### src/rtl/exclusive_max_sync_pkg.sv
// Shared types and level constants for the exclusive-max race-logic block.
// Build option: define EXCLUSIVE_MAX_FALLING_EN to use falling-edge events
// (idle level 1, active level 0); otherwise events are rising edges.
package exclusive_max_pkg;

  typedef enum logic [2:0] {
    IDLE   = 3'd0,
    A_SEEN = 3'd1,
    B_SEEN = 3'd2,
    FIRED  = 3'd3,
    TIE    = 3'd4
  } xmax_state_t;

`ifdef EXCLUSIVE_MAX_FALLING_EN
  localparam logic IDLE_LVL = 1'b1;
  localparam logic ACT_LVL  = 1'b0;
`else
  localparam logic IDLE_LVL = 1'b0;
  localparam logic ACT_LVL  = 1'b1;
`endif

  // Window transition on arrival pulses; FIRED and TIE absorb everything.
  function automatic xmax_state_t xmax_next(input xmax_state_t cur,
                                            input logic arr_a,
                                            input logic arr_b);
    xmax_state_t nxt;
    nxt = cur;
    case (cur)
      IDLE: begin
        if (arr_a && arr_b)  nxt = TIE;
        else if (arr_a)      nxt = A_SEEN;
        else if (arr_b)      nxt = B_SEEN;
      end
      A_SEEN:  if (arr_b) nxt = FIRED;
      B_SEEN:  if (arr_a) nxt = FIRED;
      FIRED:   nxt = FIRED;
      TIE:     nxt = TIE;
      default: nxt = IDLE;
    endcase
    return nxt;
  endfunction

  // Moore output level for a given window state.
  function automatic logic xmax_q_level(input xmax_state_t st);
    return (st == FIRED) ? ACT_LVL : IDLE_LVL;
  endfunction

endpackage

### src/rtl/exclusive_max_sync_if.sv
// Event bus of the exclusive-max block: window restart, two event inputs
// and the step output.
interface exclusive_max_sync_if;
  logic set;
  logic a;
  logic b;
  logic q;

  modport master (
    output set,
    output a,
    output b,
    input  q
  );

  modport slave (
    input  set,
    input  a,
    input  b,
    output q
  );
endinterface

### src/rtl/exclusive_max_sync_event_detect.sv
// Single-input event detector: sample register, delay register and a
// one-cycle arrival pulse on an idle-to-active transition.
module event_detect
  import exclusive_max_pkg::*;
#(
  parameter logic IDLE_VAL = 1'b0
) (
  input  logic aclk,
  input  logic grst,
  input  logic din,
  output logic arrive
);

  logic x_r;
  logic x_d;

  // Sample the input and keep one cycle of history; reset to idle level.
  always_ff @(posedge aclk) begin
    if (!grst) begin
      x_r <= IDLE_VAL;
      x_d <= IDLE_VAL;
    end else begin
      x_r <= din;
      x_d <= x_r;
    end
  end

  assign arrive = (x_r != IDLE_VAL) && (x_d == IDLE_VAL);

endmodule

### src/rtl/exclusive_max_sync.sv
// Exclusive-max race-logic primitive: q steps to the active level one edge
// after the later of a/b arrives, provided a and b arrived on different
// edges. A window is reopened by set.
// Build option: EXCLUSIVE_MAX_FALLING_EN selects falling-edge events.
module exclusive_max_sync
  import exclusive_max_pkg::*;
(
  input  logic                 aclk,
  input  logic                 grst,
  exclusive_max_sync_if.slave  bus
);

  logic        arr_a;
  logic        arr_b;
  logic        set_p1;
  logic        q_r;
  xmax_state_t state;
  xmax_state_t nxt;

  event_detect #(.IDLE_VAL(IDLE_LVL)) u_det_a (
    .aclk   (aclk),
    .grst   (grst),
    .din    (bus.a),
    .arrive (arr_a)
  );

  event_detect #(.IDLE_VAL(IDLE_LVL)) u_det_b (
    .aclk   (aclk),
    .grst   (grst),
    .din    (bus.b),
    .arrive (arr_b)
  );

  assign nxt = xmax_next(state, arr_a, arr_b);

  // Window FSM with registered Moore output. The pulse seen in the cycle
  // after set comes from the sample taken while set was high, so it is
  // dropped too: only samples after set released open the new window.
  always_ff @(posedge aclk) begin
    if (!grst) begin
      state  <= IDLE;
      q_r    <= IDLE_LVL;
      set_p1 <= 1'b0;
    end else begin
      set_p1 <= bus.set;
      if (bus.set) begin
        state <= IDLE;
        q_r   <= IDLE_LVL;
      end else if (!set_p1) begin
        state <= nxt;
        q_r   <= xmax_q_level(nxt);
      end
    end
  end

  assign bus.q = q_r;

endmodule

### src/flat_wrapper.sv
// flat-port wrapper written by rule: the top's interface ports become plain ports
module exclusive_max_sync_flat import exclusive_max_pkg::*;
  (aclk, grst, bus_set, bus_a, bus_b, bus_q);
  exclusive_max_sync_if bus_i ();
  input  logic aclk;
  input  logic grst;
  input wire logic [$bits(bus_i.set)-1:0] bus_set;
  input wire logic [$bits(bus_i.a)-1:0] bus_a;
  input wire logic [$bits(bus_i.b)-1:0] bus_b;
  output wire logic [$bits(bus_i.q)-1:0] bus_q;
  assign bus_i.set = bus_set;
  assign bus_i.a = bus_a;
  assign bus_i.b = bus_b;
  assign bus_q = bus_i.q;
  exclusive_max_sync u_core (.aclk(aclk), .grst(grst), .bus(bus_i));
endmodule
### config.mk
export PLATFORM = sky130hd
export DESIGN_NAME = exclusive_max_sync_flat
export DESIGN_NICKNAME = d
export VERILOG_FILES = /design/src/rtl/exclusive_max_sync_pkg.sv /design/src/rtl/exclusive_max_sync_if.sv /design/src/rtl/exclusive_max_sync_event_detect.sv /design/src/rtl/exclusive_max_sync.sv /design/src/flat_wrapper.sv
export SDC_FILE = /design/constraint.sdc
export NUM_CORES = 1
export LEC_CHECK = 0
export ABC_AREA = 1
export BUFFER_PORTS_ARGS = -buffer_cell sky130_fd_sc_hd__buf_2
export CAP_MARGIN = 10
export CORE_AREA = 2 2 39 41
export DETAILED_ROUTE_END_ITERATION = 8
export DIE_AREA = 0 0 41 43
export HOLD_SLACK_MARGIN = 0.15
export PLACE_DENSITY = 0.47
export SLEW_MARGIN = 20
export SYNTH_ARGS = -nofsm -noshare
export SYNTH_HDL_FRONTEND = slang
export SYNTH_SLANG_ARGS = --single-unit
### constraint.sdc
create_clock -name aclk -period 0.9 [get_ports aclk]
set_input_delay 0.27 -clock aclk [delete_from_list [all_inputs] [get_ports aclk]]
set_output_delay 0.27 -clock aclk [all_outputs]
set_load 0.02 [all_outputs]
Yosys cells after proc, flatten, opt, wreduce, memory -nomap -nowiden
Index checks and enable logic that the tools add are counted.
{"block": "word_totals", "ff_bits": 9}
{"block": "classes", "n_eq_ne": 5, "muxes": 7, "bitwise": 3, "n_reduce_logical": 5}
{"op": "3-bit 2-to-1 mux", "n": 5}
{"op": "3-bit one-hot mux with 5 select lines", "n": 1}
{"op": "3-bit by 2-bit equality test with 1-bit output, second input constant", "n": 3}
{"op": "3-bit by 1-bit equality test with 1-bit output, second input constant", "n": 1}
{"op": "3-bit equality test, second input constant", "n": 1}
{"op": "1-bit logical AND", "n": 3}
{"op": "3-bit logical NOT", "n": 1}
{"op": "1-bit inverter", "n": 3}
{"op": "2-bit OR reduction", "n": 1}
{"op": "1-bit 2-to-1 mux", "n": 1}

Longest topological paths before layout
{"block": "logic_depth", "ltp_word": 8, "mapped_depth": 8, "depth_no_buf": 8}

Modules after synthesis
Synthesis repeated with hierarchy kept, for this count alone.
{"block": "hier_totals", "cells_unflattened": 50, "hier_area_um2": 357.8}
{"mod": "exclusive_max_sync", "instances": 1, "cells_each": 34, "area_per_inst_um2": 227.7, "seq_area_each_um2": 100.1}
{"mod": "event_detect", "instances": 2, "cells_each": 8, "area_per_inst_um2": 65.1, "seq_area_each_um2": 40.0}

Least setup slack after synthesis
No wires, ideal clock.
{"block": "synth_timing", "path_type": "register -> register", "start": "register u_core.state[0]", "end": "register u_core.state[1]", "arrival_ps": 771, "slack_ps": 14, "stages_incl_launch_ff": 7, "synth_period_minus_slack_ps": 886, "path_cell_list": "dfxtp_1 -> nor2_2 -> nand2_2 -> nand3_2 -> nor2_2 -> a21oi_1 -> nor2_1"}
{"block": "synth_between", "elab_chain_cells": 2, "word_cells_on_any_way": 6, "cone_classes": "eq/ne (4); mux (1); reduce/logical (1)"}
{"element": "from (decl)", "line": "exclusive_max_sync.sv:17", "text": "xmax_state_t state;"}
{"element": "from (signal assigned)", "line": "exclusive_max_sync.sv:50", "text": "state <= nxt;"}
{"element": "3-bit equality test (tied with other cells)", "line": "exclusive_max_sync_pkg.sv:28", "text": "case (cur)"}
{"element": "3-bit one-hot mux with 5 select lines *", "line": "exclusive_max_sync_pkg.sv:28"}
Every way passes the cells marked *; elsewhere a longest branch is shown, timed or not.
A chain may end at the register's enable or synchronous reset.

Worst setup path after layout
{"block": "layout_timing", "start": "register u_core.q_r (netlist: u_core.bus.q)", "end": "output port bus_q"}
{"element": "from (decl)", "line": "exclusive_max_sync.sv:16", "text": "logic q_r;"}
{"element": "from (signal assigned)", "line": "exclusive_max_sync.sv:51", "text": "q_r <= xmax_q_level(nxt);"}
{"element": "to (decl)", "line": "flat_wrapper.sv:10", "text": "output wire logic [$bits(bus_i.q)-1:0] bus_q;"}
No word-level cell between the ends.

==> run metrics <==
Tmin final slightly below 1 ns; max cap viols 0; Synthesized Nets 56; Vias/cell 3.98; antenna violations before repair 0; register-to-register path setup slack -0.05 ns; Die Y 43 um; GP Congestion between 0.7 and 0.8; Setup WS post-layout -0.0672 ns; largest family of logic cells by synthesized area simple AND/OR/NAND/NOR gates; post-route ant nets 0; vias 318; clk root buf clkbuf_4; part of the cycle the worst path needs 107%; worst stage delay on the critical path 0.32 ns; HPWL after DPL 454 um; clock latency on the worst-skew pair around 0.25 ns; die footprint roughly 1800 um^2; first-pass GRT wire length 1.24 mm; GRT Total Usage 10.7%; # DRC 0; total CTS buffers 3; worst-margin pin slew roughly 0.16 ns; Distinct cells, synth 13; Routed WL 589 um; # nets final 70; drt pass-1 iters 4; required time of the critical path 0.63 ns; clock sink count 9; WL/cell 7.36 um; crit end category output port; XOR/XNOR Fraction of Synth Area 0%; final setup TNS -0.128 ns; Synth Cell Area 378 um^2; IO Count 6; final core utilization 36.9%; largest net degree at the start of global routing 7; CTS tree done; power density cells about 1600 nW/um^2; Clock Pin Slew Worst Setup and Hold Paths 0.06 ns; Synth Area in Adders 0%; Slowest-stage cell, CP dfxtp_2; simple-gate share of the synthesized area 29.5%; Final Hold Fails 0; Layout Skew 0.00201 ns; RSZ-0062 raised after global routing yes; Diodes inserted 0; mux contribution to synthesized area 0%; GRT Residual Overflow 0; maximum root-to-sink buffer count 2; placed cell areas 445 um^2; area grow syn2layout 35.1%; IO buf count 5; leading cell type in the layout, fill and taps excluded nand2_1; Hold Crit Class in -> reg; Synth Register Bits 9; Final Instance Area approximately 510 um^2; failing checks negative setup slack; share of cells above drive strength 1 a little under half; CP startpoint kind flop; post-synthesis compound-gate area fraction about a tenth; Data arrival, critical path 0.70 ns; status finished with violations; most frequent cells in the layout nand2_1 (12), inv_1 (10); first-iteration detailed-routing DRC count 1; slew margin rel. 89.5%; Syn Area/Cell 7.41 um^2; number of global-route vias before repair roughly 320; Max Fclk 1030 MHz; Final setup viols 3; Initial Utilization 27.3%; worst path buffer plus inverter count 1; worst-path cell chain buf_6; Core Area ~1400 um^2; Max VDD drop 0.671 mV; CTS H-tree lvls 1; Cells after Synth between 50 and 60; Max Slew Vio Count 0; Seq/Total Area, Yosys 47.7%; synthesis warning total 0; Row Count 14; CP Max Fanout 2; WS Path Type reg -> out; leakage 0.253 nW; cell family with most CP delay flip-flops; Die W between 40 and 50 um
final timing paths:
| kind | start | end | cells past startpoint |
|---|---|---|---|
| worst max-delay path | u_core.bus.q$_SDFFE_PP0N_ | bus_q | 1 |
| worst min-delay path | bus_b | u_core.u_det_b.x_r$_SDFF_PN0_ | 3 |
| worst max register to register | u_core.state[0]$_SDFFE_PP0N_ | u_core.bus.q$_SDFFE_PP0N_ | 6 |
| worst min register to register | u_core.u_det_b.x_r$_SDFF_PN0_ | u_core.u_det_b.x_d$_SDFF_PN0_ | 2 |
logic make-up after synthesis:
logic type	after synthesis
compound gates	6
simple gates	23
flops	9
buf+inv	13
registers in the layout, indices dropped and copies added, names as in the netlist:
signal              count
u_core.state            3
u_core.bus.q            1
u_core.set_p1           1
u_core.u_det_a.x_d      1
u_core.u_det_a.x_r      1
u_core.u_det_b.x_d      1
u_core.u_det_b.x_r      1
synthesized netlist by cell type:
master   number  area share (%)
nand2_1      13              13
nand3_2       1             2.6
nand2_2       1             1.7
o21ai_0       1             1.3
a21oi_2       2             4.6
nor2_1        3             3.0
inv_2         1            0.99
dfxtp_1       9              48
nand3_1       1             1.3
inv_1        12              12
nor2_2        3             5.0
nor2_4        1             3.0
a21oi_1       3             4.0
metal layers:
| layer | GRT usage (%) | vias to the layer above | routed length (um) |
|---|---|---|---|
| met1 | 13.6 | 139 | 285 |
| met5 | 0 | - | 0 |
| met3 | 3.14 | 0 | 10 |
| met2 | 13.4 | 3 | 292 |
| li1 | - | 176 | - |
| met4 | 10.0 | 0 | 0 |
report_power, final:
part           internal, W  leakage (nW)  switching (W)
Clock             0.000170        0.0150       0.000129
Combinational    0.0000423         0.162      0.0000462
Sequential        0.000413        0.0760      0.0000146
Total             0.000626         0.253       0.000189
what timing repair did:
item	4_1_cts	5_1_grt
gates cloned	0	0
endpoints found under the hold margin	0	0
setup endpoints to repair	4	5
setup buffers	1	0
pin swaps	2	7
resized for setup	6	8
hold buffers	0	0
stage by stage:
step / hold slack, ns / total power, W / instances / setup slack, ns
after CTS: 0.186 / 0.000834 / 80 / -0.0812
after global placement: 0.418 / 0.000514 / 75 / -0.0120
after floorplan: 0.363 / 0.000484 / 51 / 0.0139
after detailed placement: 0.417 / 0.000514 / 75 / -0.0135
after global routing: 0.235 / 0.000878 / 80 / -0.154
final: 0.195 / 0.000815 / 80 / -0.0672
area by class of cell:
| type | instances | area (um^2) |
|---|---|---|
| clock buffer | 4 | 26.3 |
| fill | 153 | 873 |
| inverter | 13 | 48.8 |
| multi-input combinational | 29 | 165 |
| sequential | 9 | 189 |
| tap | 16 | 20.0 |
| timing repair buffer | 9 | 61.3 |
No activity file was read; power rests on OpenSTA's default activity.
